**config.mk**
```make
export PLATFORM = sky130hd
export DESIGN_NAME = axi4_lite_reg_slave
export DESIGN_NICKNAME = d
export VERILOG_FILES = /design/src/rtl/axi4_lite_reg_slave_pkg.sv /design/src/rtl/axi4_lite_wr_join.sv /design/src/rtl/axi4_lite_reg_slave.sv
export SDC_FILE = /design/constraint.sdc
export NUM_CORES = 1
export LEC_CHECK = 0
export CELL_PAD_IN_SITES_DETAIL_PLACEMENT = 0
export CELL_PAD_IN_SITES_GLOBAL_PLACEMENT = 1
export CORE_ASPECT_RATIO = 1.5
export CORE_MARGIN = 3
export CORE_UTILIZATION = 35
export CTS_CLUSTER_DIAMETER = 40
export DETAILED_ROUTE_END_ITERATION = 10
export GPL_ROUTABILITY_DRIVEN = 1
export PLACE_DENSITY_LB_ADDON = 0.1
export SLEW_MARGIN = 20
export SYNTH_ARGS = -nofsm -noshare
export SYNTH_HDL_FRONTEND = slang
export SYNTH_SLANG_ARGS = --single-unit
```
**constraint.sdc**
```tcl
create_clock -name aclk -period 7.2 [get_ports aclk]
set_clock_uncertainty 0.15 [all_clocks]
set_input_delay 1.44 -clock aclk [delete_from_list [all_inputs] [get_ports aclk]]
set_output_delay 1.44 -clock aclk [all_outputs]
set_load 0.01 [all_outputs]
```
**src/rtl/axi4_lite_reg_slave_pkg.sv**
```systemverilog
// Shared types and helpers for the AXI4-Lite register responder.
// Covers response codes, write/read state encodings and register-index decode.
package axi4_lite_reg_slave_pkg;

  localparam logic [1:0] RESP_OKAY   = 2'b00;
  localparam logic [1:0] RESP_SLVERR = 2'b10;

  typedef enum logic [1:0] {
    W_IDLE    = 2'd0,
    W_HAVE_AW = 2'd1,
    W_HAVE_W  = 2'd2,
    W_RESP    = 2'd3
  } wr_state_e;

  typedef enum logic {
    R_IDLE = 1'b0,
    R_DATA = 1'b1
  } rd_state_e;

  // Byte offset bits are dropped, so unaligned addresses hit the containing word;
  // the modulo makes addresses beyond the array alias back onto it.
  function automatic int unsigned reg_index(input logic [31:0] addr,
                                            input int unsigned n_bytes,
                                            input int unsigned depth);
    return (addr / n_bytes) % depth;
  endfunction

endpackage

```
**src/rtl/axi4_lite_wr_join.sv**
```systemverilog
// Joins the AW and W handshakes in either order into one commit pulse.
// Owns the write-channel state, awready/wready and bvalid.
module axi4_lite_wr_join
  import axi4_lite_reg_slave_pkg::*;
#(
  parameter int A = 8,
  parameter int N = 4
) (
  input  logic             aclk,
  input  logic             aresetn,
  input  logic [A-1:0]     awaddr,
  input  logic             awvalid,
  output logic             awready,
  input  logic [8*N-1:0]   wdata,
  input  logic [N-1:0]     wstrb,
  input  logic             wvalid,
  output logic             wready,
  output logic             bvalid,
  input  logic             bready,
  output logic             commit,
  output logic [A-1:0]     commit_addr,
  output logic [8*N-1:0]   commit_data,
  output logic [N-1:0]     commit_strb
);

  wr_state_e        state_q, state_d;
  logic [A-1:0]     aw_addr_q, aw_addr_d;
  logic [8*N-1:0]   w_data_q, w_data_d;
  logic [N-1:0]     w_strb_q, w_strb_d;
  logic             awready_q, awready_d;
  logic             wready_q, wready_d;
  logic             bvalid_q, bvalid_d;
  logic             aw_hs;
  logic             w_hs;

  assign aw_hs = awvalid && awready_q;
  assign w_hs  = wvalid && wready_q;

  always_comb begin
    state_d     = state_q;
    aw_addr_d   = aw_addr_q;
    w_data_d    = w_data_q;
    w_strb_d    = w_strb_q;
    commit      = 1'b0;
    commit_addr = aw_addr_q;
    commit_data = w_data_q;
    commit_strb = w_strb_q;

    case (state_q)
      W_IDLE: begin
        if (aw_hs && w_hs) begin
          commit      = 1'b1;
          commit_addr = awaddr;
          commit_data = wdata;
          commit_strb = wstrb;
          state_d     = W_RESP;
        end else if (aw_hs) begin
          aw_addr_d = awaddr;
          state_d   = W_HAVE_AW;
        end else if (w_hs) begin
          w_data_d = wdata;
          w_strb_d = wstrb;
          state_d  = W_HAVE_W;
        end
      end
      W_HAVE_AW: begin
        if (w_hs) begin
          commit      = 1'b1;
          commit_addr = aw_addr_q;
          commit_data = wdata;
          commit_strb = wstrb;
          state_d     = W_RESP;
        end
      end
      W_HAVE_W: begin
        if (aw_hs) begin
          commit      = 1'b1;
          commit_addr = awaddr;
          commit_data = w_data_q;
          commit_strb = w_strb_q;
          state_d     = W_RESP;
        end
      end
      W_RESP: begin
        if (bvalid_q && bready) begin
          state_d = W_IDLE;
        end
      end
      default: state_d = W_IDLE;
    endcase

    // Readies and bvalid are registered images of the next state, so reset
    // leaves them low and they rise on the first edge after release.
    awready_d = (state_d == W_IDLE) || (state_d == W_HAVE_W);
    wready_d  = (state_d == W_IDLE) || (state_d == W_HAVE_AW);
    bvalid_d  = (state_d == W_RESP);
  end

  always_ff @(posedge aclk or negedge aresetn) begin
    if (!aresetn) begin
      state_q   <= W_IDLE;
      aw_addr_q <= '0;
      w_data_q  <= '0;
      w_strb_q  <= '0;
      awready_q <= 1'b0;
      wready_q  <= 1'b0;
      bvalid_q  <= 1'b0;
    end else begin
      state_q   <= state_d;
      aw_addr_q <= aw_addr_d;
      w_data_q  <= w_data_d;
      w_strb_q  <= w_strb_d;
      awready_q <= awready_d;
      wready_q  <= wready_d;
      bvalid_q  <= bvalid_d;
    end
  end

  assign awready = awready_q;
  assign wready  = wready_q;
  assign bvalid  = bvalid_q;

endmodule

```
**src/rtl/axi4_lite_reg_slave.sv**
```systemverilog
// AXI4-Lite responder over a DEPTH x 8N-bit register file with flat export.
// Define AXI4_LITE_REG_SLAVE_SLVERR_EN to answer out-of-range accesses with SLVERR.
module axi4_lite_reg_slave
  import axi4_lite_reg_slave_pkg::*;
#(
  parameter int A     = 8,
  parameter int N     = 4,
  parameter int DEPTH = 16
) (
  input  logic                 aclk,
  input  logic                 aresetn,
  input  logic [A-1:0]         awaddr,
  input  logic                 awvalid,
  output logic                 awready,
  input  logic [8*N-1:0]       wdata,
  input  logic [N-1:0]         wstrb,
  input  logic                 wvalid,
  output logic                 wready,
  output logic [1:0]           bresp,
  output logic                 bvalid,
  input  logic                 bready,
  input  logic [A-1:0]         araddr,
  input  logic                 arvalid,
  output logic                 arready,
  output logic [8*N-1:0]       rdata,
  output logic [1:0]           rresp,
  output logic                 rvalid,
  input  logic                 rready,
  output logic [DEPTH*8*N-1:0] regs
);

  localparam int          DW   = 8 * N;
  localparam int          IW   = (DEPTH > 1) ? $clog2(DEPTH) : 1;
  localparam int unsigned NB   = N;
  localparam int unsigned DEP  = DEPTH;
  localparam int unsigned SPAN = DEPTH * N;

  logic                       commit;
  logic [A-1:0]               commit_addr;
  logic [DW-1:0]              commit_data;
  logic [N-1:0]               commit_strb;

  logic [DEPTH-1:0][DW-1:0]   regs_q, regs_d;
  logic [1:0]                 bresp_q, bresp_d;
  rd_state_e                  rd_state_q, rd_state_d;
  logic                       arready_q, arready_d;
  logic                       rvalid_q, rvalid_d;
  logic [DW-1:0]              rdata_q, rdata_d;
  logic [1:0]                 rresp_q, rresp_d;
  logic [IW-1:0]              wr_idx;
  logic [IW-1:0]              rd_idx;
  logic                       wr_oor;
  logic                       rd_oor;

  axi4_lite_wr_join #(
    .A (A),
    .N (N)
  ) u_wr_join (
    .aclk        (aclk),
    .aresetn     (aresetn),
    .awaddr      (awaddr),
    .awvalid     (awvalid),
    .awready     (awready),
    .wdata       (wdata),
    .wstrb       (wstrb),
    .wvalid      (wvalid),
    .wready      (wready),
    .bvalid      (bvalid),
    .bready      (bready),
    .commit      (commit),
    .commit_addr (commit_addr),
    .commit_data (commit_data),
    .commit_strb (commit_strb)
  );

  always_comb begin
    wr_idx = IW'(reg_index(32'(commit_addr), NB, DEP));
    rd_idx = IW'(reg_index(32'(araddr), NB, DEP));
`ifdef AXI4_LITE_REG_SLAVE_SLVERR_EN
    wr_oor = (32'(commit_addr) >= SPAN);
    rd_oor = (32'(araddr) >= SPAN);
`else
    wr_oor = 1'b0;
    rd_oor = 1'b0;
`endif
  end

  // Byte-strobed update of the addressed register on the commit edge.
  always_comb begin
    regs_d  = regs_q;
    bresp_d = bresp_q;
    if (commit) begin
      bresp_d = wr_oor ? RESP_SLVERR : RESP_OKAY;
      if (!wr_oor) begin
        for (int i = 0; i < N; i++) begin
          if (commit_strb[i]) begin
            regs_d[wr_idx][i*8 +: 8] = commit_data[i*8 +: 8];
          end
        end
      end
    end
  end

  // Reads sample regs_q, so a same-edge commit is seen by the next read only.
  always_comb begin
    rd_state_d = rd_state_q;
    rdata_d    = rdata_q;
    rresp_d    = rresp_q;
    case (rd_state_q)
      R_IDLE: begin
        if (arvalid && arready_q) begin
          rdata_d    = rd_oor ? '0 : regs_q[rd_idx];
          rresp_d    = rd_oor ? RESP_SLVERR : RESP_OKAY;
          rd_state_d = R_DATA;
        end
      end
      R_DATA: begin
        if (rvalid_q && rready) begin
          rd_state_d = R_IDLE;
        end
      end
      default: rd_state_d = R_IDLE;
    endcase
    arready_d = (rd_state_d == R_IDLE);
    rvalid_d  = (rd_state_d == R_DATA);
  end

  always_ff @(posedge aclk or negedge aresetn) begin
    if (!aresetn) begin
      regs_q     <= '0;
      bresp_q    <= RESP_OKAY;
      rd_state_q <= R_IDLE;
      arready_q  <= 1'b0;
      rvalid_q   <= 1'b0;
      rdata_q    <= '0;
      rresp_q    <= RESP_OKAY;
    end else begin
      regs_q     <= regs_d;
      bresp_q    <= bresp_d;
      rd_state_q <= rd_state_d;
      arready_q  <= arready_d;
      rvalid_q   <= rvalid_d;
      rdata_q    <= rdata_d;
      rresp_q    <= rresp_d;
    end
  end

  assign bresp   = bresp_q;
  assign arready = arready_q;
  assign rvalid  = rvalid_q;
  assign rdata   = rdata_q;
  assign rresp   = rresp_q;
  assign regs    = regs_q;

endmodule
```
# After elaboration in Yosys (flattened, before gate mapping)
# Index checks and enable logic that the tools add are counted.
word_totals:
  reg_bits: 595
  input_bits: 59
  output_inout_bits: 553
  wordCells: 97
classes:
  n_lt_le_gt_ge: 3
  n_eq_ne: 6
  muxes: 44
  bitwise_logic: 4
  n_reduce_logical: 14
op_table:
  columns: ["operator", "count"]
  rows:
  - ["two-way mux 512 bit", 7]
  - ["bitwise mux 512 bit", 4]
  - ["demux 32 bit (select 4 bit)", 4]
  - ["binary-select mux 32 bit (select 4 bit)", 1]
  - ["two-way mux 32 bit", 4]
  - ["one-hot mux 32 bit (2 select lines)", 1]
  - ["two-way mux 24 bit", 1]
  - ["two-way mux 16 bit", 1]
  - ["two-way mux 8 bit", 2]
  - ["two-way mux 2 bit", 6]
  - ["one-hot mux 6 bit (2 select lines)", 1]
  - ["< comparator 4 x 5 -> 1 bit, second input constant", 2]
  - ["== test 2 bit, second input constant", 4]
  - ["two-way mux 4 bit", 2]
  - ["one-hot mux 2 bit (4 select lines)", 1]
  - ["one-hot mux 4 bit (2 select lines)", 1]
  - ["logical AND 1 bit", 7]
  - ["two-way mux 6 bit", 1]
  - ["two-way mux 1 bit", 5]
  - ["== test 2 x 1 -> 1 bit, second input constant", 2]
  - ["greater-or-equal comparator 4 x 1 -> 1 bit, second input constant", 1]
  - ["zero test 2 bit", 2]
  - ["inverter 1 bit", 4]
  - ["AND reduction 2 bit", 2]
  - ["other kinds (4)", 5]

# Longest topological paths before layout
depth:
  depth_word: 19
  ltp_mapped: 7
  depth_no_buf: 5

# Cells and area by module
# From an unflattened synthesis, not the netlist that was laid out.
unflattened:
  hier_cells: 1853
  area_unflattened_um2: 26835.7
by_module_without_submodules:
  columns: ["mod", "n_inst", "cells_per_inst", "area_per_inst_um2", "seq_area_each_um2"]
  rows:
  - ["axi4_lite_reg_slave", 1, 1694, 24428.4, 13663.1]
  - ["axi4_lite_wr_join", 1, 159, 2407.3, 1226.2]

# Worst setup path before layout
# No wires, ideal clock.
synth_timing:
  path_type: "input to register"
  start: "input port wvalid"
  end: "register regs_q, in the netlist regs[100]"
  arrival_time_ps: 3229
  required_ps: 6925
  path_slack_ps: 3696
  path_stages: 6
  path_buffers: 1
  cell_sequence: "a21oi_1 nor2_2 mux2i_1 buf_4 nor3b_4 mux2_2"
synth_via:
  elab_chain_cells: 19
  word_cells_on_any_way: 32
synth_rtl:
  columns: ["element", "line_no", "rtl"]
  rows:
  - ["from (decl)", "axi4_lite_reg_slave.sv:17", "input logic wvalid,"]
  - ["logical AND 1 bit *", "axi4_lite_wr_join.sv:37", "assign w_hs = wvalid && wready_q;"]
  - ["logical AND 1 bit", "axi4_lite_wr_join.sv:51", "if (aw_hs && w_hs) begin"]
  - ["two-way mux 6 bit", "axi4_lite_wr_join.sv:51", null]
  - ["one-hot mux 6 bit (2 select lines)", "axi4_lite_wr_join.sv:49", "case (state_q)"]
  - ["< comparator 4 x 5 -> 1 bit (not written as such) or greater-or-equal comparator 4 x 1 -> 1 bit (tied branches)", "axi4_lite_reg_slave.sv:97", "regs_d[wr_idx][i*8 +: 8] = commit_data[i*8 +: 8];"]
  - ["logical AND 1 bit (not written as such)", "axi4_lite_reg_slave.sv:97", null]
  - ["two-way mux 8 bit (not written as such)", "axi4_lite_reg_slave.sv:97", null]
  - ["demux 32 bit (select 4 bit)", "axi4_lite_reg_slave.sv:97", null]
  - ["[3 not listed]", null, null]
  - ["bitwise mux 512 bit", "axi4_lite_reg_slave.sv:97", null]
  - ["two-way mux 512 bit", "axi4_lite_reg_slave.sv:96", "if (commit_strb[i]) begin"]
  - ["two-way mux 512 bit", "axi4_lite_reg_slave.sv:92", "if (commit) begin"]
  - ["bitwise mux 512 bit", "axi4_lite_reg_slave.sv:97", null]
  - ["two-way mux 512 bit", "axi4_lite_reg_slave.sv:96", null]
  - ["two-way mux 512 bit", "axi4_lite_reg_slave.sv:92", null]
  - ["bitwise mux 512 bit", "axi4_lite_reg_slave.sv:97", null]
  - ["two-way mux 512 bit", "axi4_lite_reg_slave.sv:96", null]
  - ["to (signal assigned)", "axi4_lite_reg_slave.sv:138", "regs_q <= regs_d;"]
  - ["to (decl)", "axi4_lite_reg_slave.sv:43", "logic [DEPTH-1:0][DW-1:0] regs_q, regs_d;"]
# Every way passes the cells marked *; elsewhere a longest branch is shown, timed or not. The select of a mux whose other input is x is not followed.
# A chain may end at the register's enable or synchronous reset.

# Final worst setup path
layout_timing:
  start: "input port awvalid"
  end: "register regs_q, in the netlist regs[481]"
layout_via:
  elab_chain_cells: 19
  word_cells_on_any_way: 31
layout_rtl:
  columns: ["element", "line_no", "rtl"]
  rows:
  - ["from (decl)", "axi4_lite_reg_slave.sv:13", "input logic awvalid,"]
  - ["logical AND 1 bit *", "axi4_lite_wr_join.sv:36", "assign aw_hs = awvalid && awready_q;"]
  - ["logical AND 1 bit", "axi4_lite_wr_join.sv:51", null]
  - ["two-way mux 6 bit", "axi4_lite_wr_join.sv:51", null]
  - ["one-hot mux 6 bit (2 select lines)", "axi4_lite_wr_join.sv:49", null]
  - ["< comparator 4 x 5 -> 1 bit (not written as such) or greater-or-equal comparator 4 x 1 -> 1 bit (tied branches)", "axi4_lite_reg_slave.sv:97", null]
  - ["logical AND 1 bit (not written as such)", "axi4_lite_reg_slave.sv:97", null]
  - ["two-way mux 8 bit (not written as such)", "axi4_lite_reg_slave.sv:97", null]
  - ["demux 32 bit (select 4 bit)", "axi4_lite_reg_slave.sv:97", null]
  - ["[3 not listed]", null, null]
  - ["bitwise mux 512 bit", "axi4_lite_reg_slave.sv:97", null]
  - ["two-way mux 512 bit", "axi4_lite_reg_slave.sv:96", null]
  - ["two-way mux 512 bit", "axi4_lite_reg_slave.sv:92", null]
  - ["bitwise mux 512 bit", "axi4_lite_reg_slave.sv:97", null]
  - ["two-way mux 512 bit", "axi4_lite_reg_slave.sv:96", null]
  - ["two-way mux 512 bit", "axi4_lite_reg_slave.sv:92", null]
  - ["bitwise mux 512 bit", "axi4_lite_reg_slave.sv:97", null]
  - ["two-way mux 512 bit", "axi4_lite_reg_slave.sv:96", null]
# Marked as above.

==> impl_metrics.env <==
export IMPL_outcome="completed"
export IMPL_synthFlopType="dfrtp_1"
export IMPL_slew_limit_headroom_pct=25.1
export IMPL_setup_slack_ns=2.58
export IMPL_clock_sinks=591
export IMPL_post_cts_buffers=0
export IMPL_core_rowCount=123
export IMPL_power_density_nw_per_um2=407
export IMPL_finalSetupViolCount=0
export IMPL_overflow=0
export IMPL_routabilityCongestion=0.819
export IMPL_fin_nets=2370
export IMPL_coreArea_um2=75400
export IMPL_areaGrowthSynthToFinish_pct=37.3
export IMPL_synth_compound_area_share_pct=1.98
export IMPL_synthSimpleGateAreaFrac_pct=3.15
export IMPL_avgSynthCellArea_um2=15.7
export IMPL_worst_path_max_fanout=16
export IMPL_hold_viol=0
export IMPL_synthCells=1711
export IMPL_grt_busiest_layer="met2"
export IMPL_cts_resized=0
export IMPL_place_ws_ns=1.95
export IMPL_synth_common_cells="dfrtp_1 (591), mux2_2 (577), mux4_2 (128)"
export IMPL_cts_root_buf="clkbuf_16"
export IMPL_routed_via_density=5.32
export IMPL_wire_per_inst_um=29.4
export IMPL_synth_area_um2=26800
export IMPL_rsz0062_at_grt="no"
export IMPL_dpl_cell_count=3226
export IMPL_first_pass_iters=4
export IMPL_grt_start_max_net_pins=176
export IMPL_die_h_um=345
export IMPL_ys_warn_count=0
export IMPL_dpl_cell_area_um2=33800
export IMPL_hold_path_class="flip-flop to flip-flop"
export IMPL_fmax_mhz=217
export IMPL_die_w_um=232
export IMPL_design_area_um2=36800
export IMPL_setup_tns_ns=0
export IMPL_port_buffers=599
export IMPL_crit_path_end_kind="flip-flop"
export IMPL_postRouteAntennaNets=0
export IMPL_synth_mux_area_share_pct=37.9
export IMPL_synth_xor_area_share_pct=0
export IMPL_start_kind="input port"
export IMPL_yosysMostFrequentCell="dfrtp_1"
export IMPL_ir_drop_mv=0.218
export IMPL_synth_top_family_by_area="multiplexers"
export IMPL_synthArstFlopShare_pct=100
export IMPL_grt_pass1_vias=19400
export IMPL_clkLatencyLatePin_ns=0.62
export IMPL_synth_adder_area_share_pct=0
export IMPL_cts_hold_buf=0
export IMPL_grtUsageTotal_pct=24.6
export IMPL_cts_max_path_buffers=3
export IMPL_worst_pin_slew_ns=1.10
export IMPL_use_met2_pct=42.6
export IMPL_cts_tree="done"
export IMPL_remaining_drc_errors=0
export IMPL_dp_final_hpwl_um=67700
export IMPL_die_area_um2=80100
export IMPL_slew_viol_final=0
export IMPL_drive_gt1_share_pct=38.4
export IMPL_clkTransAtPathRegs_ns=0.06
export IMPL_synth_cell_types=41
export IMPL_cp_required_ns=7.54
export IMPL_synthTopCellsByArea="dfrtp_1 (55%), mux2_2 (24%), mux4_2 (11%), mux2i_1 (2.5%), clkbuf_1 (0.92%)"
export IMPL_p_leak_nw=16.5
export IMPL_fin_crit_sh_pct=64.1
export IMPL_drv_cap=0
export IMPL_vias=18000
export IMPL_antenna_found_initial=11
export IMPL_crit_type="input port to flip-flop"
export IMPL_htreeDepth=3
export IMPL_netlist_area_leader_share_pct=55.1
export IMPL_ys_ff_latch=591
export IMPL_gr_usage_met3_pct=7.71
export IMPL_met1_usage_pct=28.9
export IMPL_utilization_pct=48.8
export IMPL_initial_core_util_pct=35.6
export IMPL_grt_pass1_wl_um=143000
export IMPL_synth_largest_area_cell="dfrtp_1"
export IMPL_num_io_pins=612
export IMPL_seq_area_frac_synth_pct=55.1
export IMPL_finalWirelength_um=99700
export IMPL_cp_data_arrival_time_ns=4.95
export IMPL_synth_edf_count=0
export IMPL_cts_buffers=83
export IMPL_drt_iter0_markers=1092
export IMPL_fin_crit_ns=4.62
export IMPL_final_cells=3387
[cell type report]
class                   instances  area, µm²
repair buffers                618       6200
flip-flops and latches        591      14800
clock buffers                 106       2350
multi-input cells            1012      11600
well taps                    1000       1250
diodes                          9       22.5
inverters                       5       18.8
clock inverters                46        617
fillers                      6609      38600
[registers in the layout, summed over array words and instances (netlist names)]
signal,flops
arready,1
rdata,32
regs,512
rvalid,1
u_wr_join.aw_addr_q,4
u_wr_join.awready,1
u_wr_join.bvalid,1
u_wr_join.state_q,2
u_wr_join.w_data_q,32
u_wr_join.w_strb_q,4
u_wr_join.wready,1
[critical path: stages]
cell and delay, ns:
clkdlybuf4s50_1 0.64, nand3b_4 0.16, nor2_2 0.42, mux2i_2 0.96, nand2_1 0.81, mux2_2 0.50
[stage by stage]
stage	power, mW	hold slack [ns]
2_1_floorplan	7.61	0.325
3_3_place_gp	10.6	0.328
3_5_place_dp	10.7	0.335
4_1_cts	15.2	0.347
5_1_grt	15.7	0.357
6_report	15.0	0.346
[path summary, 6_finish.rpt]
kind                                 startpoint  cells after the start  slack, ns   endpoint
hold reg to reg                       rdata[28]                      2       0.35  rdata[28]
setup reg to reg           u_wr_join.state_q[0]                      5       3.53  regs[481]
setup / recovery                        awvalid                      6       2.58  regs[481]
min in group asynchronous               aresetn                      1       0.71  regs[178]
max in group asynchronous               aresetn                      2       4.61  regs[378]
hold / removal                        rdata[28]                      2       0.35  rdata[28]
[layout by cell type (no fill, tap or decap), drive strengths merged, types with 2 or more instances in the layout]
master and n:
a21o 9, a21oi 41, a32oi 3, and2 4, and3b 3, buf 23, bufinv 12, clkbuf 106
clkdlybuf4s50 595, clkinv 20, clkinvlp 7, conb 4, dfrtp 591, diode 9, inv 12, mux2 587
mux2i 68, mux4 128, nand2 17, nand2b 10, nand3 14, nand3b 2, nand4 2, nand4b 2
nor2 55, nor2b 2, nor3 11, nor3b 6, o21ai 36
[logic make-up (layout without fill, tap and decap cells)]
| family | after synthesis | after routing |
|---|---|---|
| and+or+nand+nor | 132 | 132 |
| AOI/OAI and AO/OA | 93 | 93 |
| DFF | 591 | 591 |
| buffers and inverters | 111 | 775 |
| muxes | 783 | 783 |
| other | 1 | 13 |
[report_power, final]
| part | total (mW) | internal (mW) | leakage, nW | switching, mW |
|---|---|---|---|---|
| combinational | 5.36 | 2.88 | 6.98 | 2.48 |
| sequential | 5.27 | 4.37 | 8.07 | 0.902 |
| clock | 4.34 | 2.75 | 1.44 | 1.59 |
| total | 15.0 | 10.0 | 16.5 | 4.97 |
[per-layer routing]
layer / wire (µm) / vias up
li1: - / 7607
met1: 38300 / 9633
met2: 50700 / 621
met3: 7630 / 142
met4: 3070 / 4
met5: 24 / -
No activity file was read; power rests on OpenSTA's default activity.
